==> config.mk <==
export PLATFORM = sky130hd
export DESIGN_NAME = id_seq_ctrl_flat
export DESIGN_NICKNAME = d
export VERILOG_FILES = /design/src/rtl/id_ctrl_pkg.sv /design/src/rtl/id_seq_ctrl_if.sv /design/src/rtl/id_scan_mux.sv /design/src/rtl/id_seq_ctrl.sv /design/src/flat_wrapper.sv
export SDC_FILE = /design/constraint.sdc
export NUM_CORES = 1
export LEC_CHECK = 0
export CAP_MARGIN = 20
export CORE_ASPECT_RATIO = 2
export CORE_MARGIN = 2
export CORE_UTILIZATION = 40
export CTS_CLUSTER_DIAMETER = 80
export DETAILED_ROUTE_END_ITERATION = 16
export DONT_BUFFER_PORTS = 1
export PLACE_DENSITY = 0.56
export SLEW_MARGIN = 40
export SYNTH_ARGS = -nofsm -noshare
export SYNTH_HDL_FRONTEND = slang
export SYNTH_HIERARCHICAL = 1
export SYNTH_SLANG_ARGS = --single-unit
==> constraint.sdc <==
create_clock -name clk -period 2 [get_ports clk]
set_input_delay 0.3 -clock clk [delete_from_list [all_inputs] [get_ports clk]]
set_output_delay 0.3 -clock clk [all_outputs]
set_load 0.05 [all_outputs]
==> src/rtl/id_ctrl_pkg.sv <==
// Shared types and constants for the student-ID sequence controller.
// Imported by the interface, the scan mux and the controller top.
package id_ctrl_pkg;

  localparam int DIGIT_W = 4;

  typedef enum logic [2:0] {
    ST_IDLE,
    ST_CLEAR,
    ST_SEED,
    ST_RUN,
    ST_PAUSE
  } state_e;

endpackage

==> src/rtl/id_seq_ctrl_if.sv <==
// Button, generator and display signals of the ID sequence controller.
// master = controller side, slave = board/generator/decoder side.
interface id_seq_ctrl_if #(
  parameter int NDIG  = 4,
  parameter int CNT_W = 8
);
  import id_ctrl_pkg::*;

  logic                    start;
  logic                    stop;
  logic                    step;
  logic                    restart;
  logic [DIGIT_W-1:0]      hex_in;
  logic                    gen_en;
  logic                    gen_clr;
  logic [DIGIT_W*NDIG-1:0] window;
  logic [NDIG-1:0]         an;
  logic [DIGIT_W-1:0]      seg_hex;
  logic                    running;
  logic                    wrap;
  logic [CNT_W-1:0]        wrap_cnt;

  modport master (
    input  start, stop, step, restart, hex_in,
    output gen_en, gen_clr, window, an, seg_hex, running, wrap, wrap_cnt
  );

  modport slave (
    output start, stop, step, restart, hex_in,
    input  gen_en, gen_clr, window, an, seg_hex, running, wrap, wrap_cnt
  );

endinterface

==> src/rtl/id_scan_mux.sv <==
// Free-running display scan: one-hot anode rotator held SCAN_DIV cycles per
// digit, and a combinational mux presenting the selected window digit.
module id_scan_mux
  import id_ctrl_pkg::*;
#(
  parameter int NDIG     = 4,
  parameter int SCAN_DIV = 2
) (
  input  logic                    clk,
  input  logic                    reset,
  input  logic [DIGIT_W*NDIG-1:0] i_window,
  output logic [NDIG-1:0]         o_an,
  output logic [DIGIT_W-1:0]      o_seg_hex
);

  localparam int SCAN_W = (SCAN_DIV > 1) ? $clog2(SCAN_DIV) : 1;
  localparam logic [SCAN_W-1:0] SCAN_LAST = SCAN_W'(SCAN_DIV - 1);

  logic [SCAN_W-1:0] r_cnt;
  logic [NDIG-1:0]   r_an;

  always_ff @(posedge clk) begin
    if (reset) begin
      r_cnt <= '0;
      r_an  <= {{(NDIG-1){1'b0}}, 1'b1};
    end else if (r_cnt == SCAN_LAST) begin
      r_cnt <= '0;
      r_an  <= {r_an[NDIG-2:0], r_an[NDIG-1]};
    end else begin
      r_cnt <= r_cnt + 1'b1;
    end
  end

  // NOTE: default assignment first so the mux can never infer a latch.
  always_comb begin
    o_seg_hex = '0;
    for (int k = 0; k < NDIG; k++) begin
      if (r_an[k]) o_seg_hex = i_window[k*DIGIT_W +: DIGIT_W];
    end
  end

  assign o_an = r_an;

endmodule

==> src/rtl/id_seq_ctrl.sv <==
// Run/pause/single-step controller for the 4-bit student-ID digit generator:
// advance enables, capture window, wrap detection and display scan.
module id_seq_ctrl
  import id_ctrl_pkg::*;
#(
  parameter int TICK_DIV = 4,
  parameter int NDIG     = 4,
  parameter int SCAN_DIV = 2,
  parameter int CNT_W    = 8
) (
  input logic           clk,
  input logic           reset,
  id_seq_ctrl_if.master bus
);

  localparam int WIN_W  = DIGIT_W * NDIG;
  localparam int TICK_W = $clog2(TICK_DIV);
  localparam logic [TICK_W-1:0] TICK_LAST = TICK_W'(TICK_DIV - 1);

  state_e             r_state;
  logic [TICK_W-1:0]  r_tick;
  logic               r_cap_pend;
  logic [DIGIT_W-1:0] r_first;
  logic [WIN_W-1:0]   r_window;
  logic [CNT_W-1:0]   r_wrap_cnt;
  logic               r_gen_en;
  logic               r_gen_clr;
  logic               r_wrap;
  logic               r_running;
  logic               w_enter_clear;

  assign w_enter_clear = (r_state == ST_IDLE) ? bus.start : bus.restart;

  // NOTE: sequential state uses non-blocking assignments only; where two
  // assignments hit the same register the later one wins, which is how the
  // clear path below overrides capture and the per-state actions.
  always_ff @(posedge clk) begin
    if (reset) begin
      r_state    <= ST_IDLE;
      r_tick     <= '0;
      r_cap_pend <= 1'b0;
      r_first    <= '0;
      r_window   <= '0;
      r_wrap_cnt <= '0;
      r_gen_en   <= 1'b0;
      r_gen_clr  <= 1'b1;
      r_wrap     <= 1'b0;
      r_running  <= 1'b0;
    end else begin
      r_gen_en   <= 1'b0;
      r_gen_clr  <= 1'b0;
      r_wrap     <= 1'b0;
      r_running  <= 1'b0;
      r_cap_pend <= r_gen_en;

      // The generator presents the new digit the cycle after gen_en.
      if (r_cap_pend) begin
        r_window <= {r_window[WIN_W-DIGIT_W-1:0], bus.hex_in};
        if (bus.hex_in == r_first) begin
          r_wrap     <= 1'b1;
          r_wrap_cnt <= r_wrap_cnt + 1'b1;
        end
      end

      unique case (r_state)
        ST_IDLE:  r_gen_clr <= 1'b1;
        ST_CLEAR: r_state   <= ST_SEED;
        ST_SEED: begin
          r_first   <= bus.hex_in;
          r_window  <= {{(WIN_W-DIGIT_W){1'b0}}, bus.hex_in};
          r_state   <= ST_RUN;
          r_running <= 1'b1;
        end
        ST_RUN: begin
          if (bus.stop) begin
            r_state <= ST_PAUSE;
          end else begin
            r_running <= 1'b1;
            if (r_tick == TICK_LAST) begin
              r_tick   <= '0;
              r_gen_en <= 1'b1;
            end else begin
              r_tick <= r_tick + 1'b1;
            end
          end
        end
        ST_PAUSE: begin
          if (bus.step && !r_cap_pend) r_gen_en <= 1'b1;
          if (bus.start && !bus.stop) begin
            r_state   <= ST_RUN;
            r_tick    <= '0;
            r_running <= 1'b1;
          end
        end
        default: begin
          r_state   <= ST_IDLE;
          r_gen_clr <= 1'b1;
        end
      endcase

      // Entering CLEAR wipes the window and drops any pending capture.
      if (w_enter_clear) begin
        r_state    <= ST_CLEAR;
        r_gen_clr  <= 1'b1;
        r_gen_en   <= 1'b0;
        r_running  <= 1'b0;
        r_wrap     <= 1'b0;
        r_cap_pend <= 1'b0;
        r_tick     <= '0;
        r_window   <= '0;
        r_wrap_cnt <= '0;
      end
    end
  end

  id_scan_mux #(
    .NDIG     (NDIG),
    .SCAN_DIV (SCAN_DIV)
  ) u_scan (
    .clk       (clk),
    .reset     (reset),
    .i_window  (r_window),
    .o_an      (bus.an),
    .o_seg_hex (bus.seg_hex)
  );

  assign bus.gen_en   = r_gen_en;
  assign bus.gen_clr  = r_gen_clr;
  assign bus.window   = r_window;
  assign bus.running  = r_running;
  assign bus.wrap     = r_wrap;
  assign bus.wrap_cnt = r_wrap_cnt;

endmodule

==> src/flat_wrapper.sv <==
// flat-port wrapper written by rule: the top's interface ports become plain ports
module id_seq_ctrl_flat import id_ctrl_pkg::*;
#(
  parameter int TICK_DIV = 4,
  parameter int NDIG     = 4,
  parameter int SCAN_DIV = 2,
  parameter int CNT_W    = 8
)
  (clk, reset, bus_start, bus_stop, bus_step, bus_restart, bus_hex_in, bus_gen_en, bus_gen_clr, bus_window, bus_an, bus_seg_hex, bus_running, bus_wrap, bus_wrap_cnt);
  id_seq_ctrl_if #(.NDIG(NDIG), .CNT_W(CNT_W)) bus_i ();
  input logic clk;
  input logic reset;
  input wire logic [$bits(bus_i.start)-1:0] bus_start;
  input wire logic [$bits(bus_i.stop)-1:0] bus_stop;
  input wire logic [$bits(bus_i.step)-1:0] bus_step;
  input wire logic [$bits(bus_i.restart)-1:0] bus_restart;
  input wire logic [$bits(bus_i.hex_in)-1:0] bus_hex_in;
  output wire logic [$bits(bus_i.gen_en)-1:0] bus_gen_en;
  output wire logic [$bits(bus_i.gen_clr)-1:0] bus_gen_clr;
  output wire logic [$bits(bus_i.window)-1:0] bus_window;
  output wire logic [$bits(bus_i.an)-1:0] bus_an;
  output wire logic [$bits(bus_i.seg_hex)-1:0] bus_seg_hex;
  output wire logic [$bits(bus_i.running)-1:0] bus_running;
  output wire logic [$bits(bus_i.wrap)-1:0] bus_wrap;
  output wire logic [$bits(bus_i.wrap_cnt)-1:0] bus_wrap_cnt;
  assign bus_i.start = bus_start;
  assign bus_i.stop = bus_stop;
  assign bus_i.step = bus_step;
  assign bus_i.restart = bus_restart;
  assign bus_i.hex_in = bus_hex_in;
  assign bus_gen_en = bus_i.gen_en;
  assign bus_gen_clr = bus_i.gen_clr;
  assign bus_window = bus_i.window;
  assign bus_an = bus_i.an;
  assign bus_seg_hex = bus_i.seg_hex;
  assign bus_running = bus_i.running;
  assign bus_wrap = bus_i.wrap;
  assign bus_wrap_cnt = bus_i.wrap_cnt;
  id_seq_ctrl #(.TICK_DIV(TICK_DIV), .NDIG(NDIG), .SCAN_DIV(SCAN_DIV), .CNT_W(CNT_W)) u_core (.clk(clk), .reset(reset), .bus(bus_i));
endmodule
==> results.md, run 1 <==
- Area after DPL: 2210 um^2
- Via count: 1562
- Post-Route WL: 4440 um
- Hold Worst Slack: 0.0666 ns
- Setup violations, final: 0
- CTS H-tree lvls: 2
- Post_cts resized: 0
- Crit start category: flip-flop
- Clock Sinks: 43
- Mapped cell area: 1930 um^2
- Clk root buf: clkbuf_8
- R2r startpoint: u_core/r_state[1]
- Area grow syn2layout: 21.8%
- Hold Crit Depth: 1
- Largest family of logic cells by synthesized area: simple AND/OR/NAND/NOR gates
- Top Usage Layer GRT: met2
- Main synth FF type: dfxtp_1
- DR WL/cell: 15.3 um
- R2R Setup Slk: 0.23 ns
- Leakage power total: 0.000897 uW
- Finished Cell Area: 2340 um^2
- Synth cell types: 44
- Number of synthesized flops with an enable pin: 0
- Endpoint, Worst Hold: u_core/r_first[1]
- Final layout net count: 247
- Fin crit period: 1.77 ns
- Synthesized net count: 215
- Final period utilization: 88.4%
- # rows: 35
- Synth warn: 6
- First-pass GRT wire length: 7070 um
- Register-to-Register Path Depth: 5
- GRT overflow: 0
- Post-synthesis compound-gate area fraction: 14.9%
- Min-delay src: reset
- Worst-Margin Slew: 0.540 ns
- Number of global-route vias before repair: 1606
- Final ANT Viol Nets: 0
- Final Skew: 0.00705 ns
- Multiplexer share of the synthesized area: 12.0%
- Initial Util: 41.5%
- Total CTS buffers: 5
- CP max FO: 11
- Reg-to-Reg End: u_core/bus.wrap_cnt[1]
- WS Path Type: reg2reg
- CTS tree: yes
- CTS clk-pin slew, worst paths: 0.08 ns
- Power per Cell Area: 818 nW/um^2
- Port buffer count: 0
- Via-per-instance ratio: 5.37
- Post-synthesis simple-gate area fraction: 20.6%
- Die area: 5420 um^2
- Worst-Skew Late Latency: 0.29 ns
- Drt initial violations: 17
- Met3 Track Usage GR: 5.56%
- Final count of hold timing violations: 0
- Post-route setup TNS: 0 ns
- Worst EP arrival: 1.99 ns
- Achievable Freq: 565 MHz
- Max-Cap Viols: 0
- Global Route met1 Usage: 16.1%
- Asr flop ratio synth: 0%
- Grt met2 use: 34.3%
- Clock buffer depth: 2
- Synth Register Bits: 43
- # IOs: 46
- Gpl congestion: 0.793
- Adder-cell share of the synthesized area: 1.30%
- Share of layout cells above drive strength 1: 27.5%
- CP required: 2.22 ns
- Largest net degree at the start of global routing: 18
- Placed cell count: 283
- Die height: 102 um
- Design Power: 1920 uW
- Avg Inst Size Synth: 9.49 um^2
- Setup bufs post-CTS: 0
- Cell count after synthesis: 203
- Diode count: 0
- Status: completed
- Die X: 53.1 um
- Relative slew margins: 64.0%
- RSZ-0062 raised after global routing: no
- Crit. End Element: flip-flop
- VDD IR-drop max: 0.726 mV
- Worst Hold Class: in2reg
- Final routed DRC violation total: 0
- GR Util All Layers: 17.7%
- Xor and xnor area share after synthesis: 1.82%
- Hold buffers post-CTS: 0
- Pre-antenna DRT Iters: 4
- Non-Filler Instances: 291
- Sequential share of the synthesized area: 44.7%
- Core Footprint: 4640 um^2
- Initial antenna violation count: 0
- Slew Viols, Final: 0
- Post-DP HPWL: 3450 um
==> state kept, by name (all words and copies together) (netlist names) <==
name,cells
u_core/r_cap_pend,1
u_core/bus.wrap,1
u_core/bus.wrap_cnt,8
u_core/bus.window,16
u_core/r_first,4
u_core/u_scan/o_an,4
u_core/bus.gen_clr,1
u_core/bus.running,1
u_core/r_state,3
u_core/bus.gen_en,1
u_core/u_scan/r_cnt,1
u_core/r_tick,2
==> worst max path at each step <==
stage,cells past startpoint,to,slack (ns),from
floorplan,3,bus_seg_hex[0],0.19,u_core/u_scan/o_an[0]
global placement,5,u_core/bus.wrap_cnt[7],0.36,u_core/r_state[1]
detailed placement,5,u_core/bus.wrap_cnt[7],0.27,u_core/r_state[1]
CTS,5,u_core/bus.wrap_cnt[1],0.24,u_core/r_state[1]
global route,5,u_core/bus.wrap_cnt[7],0.13,u_core/r_state[1]
finish,5,u_core/bus.wrap_cnt[1],0.23,u_core/r_state[1]
==> worst max-delay path, stage by stage (launching register included) <==
cell     delay (ns)
dfxtp_1        0.51
inv_1          0.14
and3_4         0.17
or3_1          0.50
buf_4          0.26
a21oi_1        0.13
==> routing by layer <==
layer / vias up / share of wire, % / wire length [um]
li1: 787 / - / -
met1: 729 / 36 / 1590
met2: 41 / 56 / 2480
met3: 5 / 6.8 / 301
met4: 0 / 1.6 / 69
met5: - / 0 / 0
==> layout by cell type (no fill, tap or decap), types with 4 or more instances in the layout <==
cell type	netlist	routed
a21oi_1	13	9
inv_1	5	5
or4_1	5	5
mux2i_1	23	23
nand2_1	4	4
or3_1	4	4
buf_4	1	36
dfxtp_1	43	43
o22ai_1	5	5
a22oi_1	5	5
nand3_1	6	6
nor2_1	25	25
xnor2_1	4	4
o21ai_0	6	6
a21oi_2	3	7
clkbuf_8	0	5
o31ai_1	4	4
nor2_2	8	8
==> synthesized netlist by cell type (all sizes together) (2+ instances only) <==
cell type | count | area share, %
ha | 2 | 1.3
nand3 | 6 | 1.6
mux2i | 23 | 12
nor2 | 33 | 7.5
and3 | 2 | 0.91
clkbuf | 4 | 0.78
o21ai | 6 | 1.6
or4 | 5 | 1.9
xnor2 | 4 | 1.8
o22ai | 5 | 1.6
nand2b | 3 | 0.97
buf | 7 | 2.9
nor3 | 2 | 0.52
inv | 5 | 0.97
nand2 | 4 | 0.78
o31ai | 4 | 1.6
nor2b | 3 | 1.4
a22oi | 5 | 1.9
or3 | 4 | 1.3
dfxtp | 43 | 45
a21oi | 16 | 4.7
==> metrics by stage <==
step	utilization, %	worst slack (ns)
2_1_floorplan	-	0.186
3_3_place_gp	47.6	0.365
3_5_place_dp	47.6	0.274
4_1_cts	50.5	0.238
5_1_grt	50.5	0.133
6_report	50.5	0.232
==> cell families after synthesis <==
| family | after synthesis |
|---|---|
| muxes | 23 |
| buffers and inverters | 16 |
| adders and majority gates | 2 |
| xor gates and xnor gates | 4 |
| AOI/OAI and AO/OA | 44 |
| and+or+nand+nor | 71 |
| DFF | 43 |
==> power by group <==
group | total, uW | internal, uW | switching, uW
sequential | 911 | 875 | 35.5
clock | 792 | 498 | 294
combinational | 215 | 79.7 | 136
==> layout make-up <==
| cell class | count | area, um^2 |
|---|---|---|
| fillers | 456 | 2300 |
| repair buffers | 36 | 270 |
| flip-flops and latches | 43 | 861 |
| well taps | 55 | 68.8 |
| clock buffers | 5 | 68.8 |
| inverters | 5 | 18.8 |
| clock inverters | 3 | 67.6 |
| multi-input cells | 144 | 990 |
Power figures use the tool's default switching activity.
==> inputs of run 2 (changes only) <==
==> constraint.sdc (replaced) <==
create_clock -name clk -period 1.85 [get_ports clk]
set_input_delay 0.2775 -clock clk [delete_from_list [all_inputs] [get_ports clk]]
set_output_delay 0.2775 -clock clk [all_outputs]
set_load 0.05 [all_outputs]
==> run 2 against run 1 <==
Wire length grew 4.1%. Via count is 2.6% higher. Sequential power grew 8.0%. Cell count up 0.34%. Clock skew is 0.0037 ns lower. Flip-flop and latch count stayed put. Final area is 1.7% higher. Hold slack got worse by 0.024 ns. Combinational power up 19%. Critical path type unchanged. Largest cell class unchanged. Highest routed layer unchanged.
==> results.md, run 2 (same netlist as run 1, synthesis figures left out) <==
- Initial Util: 41.5%
- First-pass GRT wire length: 7090 um
- Worst-Margin Slew: 0.536 ns
- R2r startpoint: u_core/r_state[0]
- WS Path Type: reg2reg
- Largest net degree at the start of global routing: 15
- P_sw: 504 uW
- # rows: 35
- Pre-antenna DRT Iters: 5
- Status: completed
- Via count: 1603
- Non-Filler Instances: 292
- Port buffer count: 0
- Total CTS buffers: 5
- Relative slew margins: 64.2%
- Leakage power total: 0.000911 uW
- Hold buffers post-CTS: 0
- CTS tree: yes
- Final Skew: 0.00331 ns
- Int Power: 1490 uW
- Clk root buf: clkbuf_8
- Setup violations, final: 0
- Setup bufs post-CTS: 0
- Gpl congestion: 0.893
- Max-Cap Viols: 0
- Clock Sinks: 43
- PnR worst setup slack: 0.123 ns
- CP required: 2.07 ns
- Most frequent cells in the layout: 42 x dfxtp_1, 33 x buf_4, 25 x nor2_1
- Post-DP HPWL: 3680 um
- Core Footprint: 4640 um^2
- Final period utilization: 93.3%
- Finished Cell Area: 2380 um^2
- Most common cell after layout, fill and taps aside: dfxtp_1
- Die height: 102 um
- Final layout net count: 248
- Drt initial violations: 23
- Initial antenna violation count: 0
- Power per Cell Area: 835 nW/um^2
- Max reg flops: 16
- Die area: 5420 um^2
- Post-Route WL: 4630 um
- Final count of hold timing violations: 0
- Clock buffer depth: 2
- Worst Setup SP: u_core/r_state[0]
- Worst Hold Class: in2reg
- CP max FO: 10
- Clock share of power: 37.8%
- CTS H-tree lvls: 2
- Post-route setup TNS: 0 ns
- Pre-CTS WS: 0.130 ns
- Via-per-instance ratio: 5.49
- GRT overflow: 0
- Fin crit period: 1.73 ns
- GR Util All Layers: 17.7%
- Final routed DRC violation total: 0
- Crit. End Element: flip-flop
- Area grow syn2layout: 23.8%
- Achievable Freq: 579 MHz
- Combinational share of power: 12.8%
- Seq pwr share: 49.4%
- DR WL/cell: 15.8 um
- Diode count: 0
- Worst EP arrival: 1.95 ns
- Number of global-route vias before repair: 1592
- Min-delay src: reset
- Crit start category: flip-flop
- Placed cell count: 284
- Share of layout cells above drive strength 1: 28.3%
- CTS clk-pin slew, worst paths: 0.08 ns
- Area after DPL: 2270 um^2
- # IOs: 46
- Final ANT Viol Nets: 0
- Sw Share: 25.3%
- RSZ-0062 raised after global routing: no
- Die X: 53.1 um
- Slew Viols, Final: 0
- VDD IR-drop max: 0.767 mV
- Worst-Skew Late Latency: 0.29 ns
- Filler cells: 456
-- run 2: cell types whose count changed in the layout (fill, tap and decap cells not counted), sizes merged --
cell	change
buf	+1
bufinv	-1
clkbuf	+1
clkinv	+1
clkinvlp	-1
-- run 2: final timing paths --
kind                                                to  slack [ns]  depth (start not counted)
worst max-delay path            u_core/bus.wrap_cnt[7]        0.12                          5
worst min-delay path               u_core/u_scan/r_cnt        0.04                          1
worst max register to register  u_core/bus.wrap_cnt[7]        0.12                          5
worst min register to register        u_core/r_tick[0]        0.50                          2
-- run 2: final cells by class --
| class | count | area (um^2) | area share, % |
|---|---|---|---|
| Clock buffer | 6 | 82.6 | 3.46 |
| Clock inverter | 2 | 35.0 | 1.47 |
| Inverter | 5 | 18.8 | 0.787 |
| Multi-Input combinational cell | 144 | 990 | 41.5 |
| Sequential cell | 43 | 862 | 36.1 |
| Tap cell | 55 | 68.8 | 2.89 |
| Timing Repair Buffer | 37 | 328 | 13.7 |
-- run 2: power groups by stage --
stage / Clock [uW] / Sequential (uW) / Combinational [uW]
floorplan: 0 / 1020 / 179
global placement: 0 / 1000 / 249
detailed placement: 0 / 1010 / 256
CTS: 778 / 984 / 257
global route: 810 / 988 / 272
finish: 752 / 984 / 255
-- run 2: metal layers --
layer | vias to the layer above | part of all wire, % | GRT usage, %
li1 | 793 | - | -
met1 | 751 | 35 | 16.0
met2 | 52 | 57 | 34.6
met3 | 7 | 6.6 | 4.82
met4 | 0 | 1.8 | 7.69
met5 | - | 0 | 0
-- run 2: through the flow --
step	power, uW	hold WS [ns]	utilization [%]
2_1_floorplan	1200	0.344	-
3_3_place_gp	1250	0.348	48.8
3_5_place_dp	1260	0.354	48.8
4_1_cts	2020	0.0328	51.3
5_1_grt	2070	0.0253	51.4
6_report	1990	0.0429	51.4
-- run 2: timing repair --
action                                  CTS  global route
hold endpoints to repair                  0             0
gates resized for setup                   0             1
endpoints found under the setup margin    0             1
-- run 2: worst max-delay path, stage by stage, from the launching register on --
cell and delay, ns:
dfxtp_1 0.50, nor2_2 0.09, and3_4 0.19, or3_1 0.51
buf_4 0.24, a21oi_1 0.12
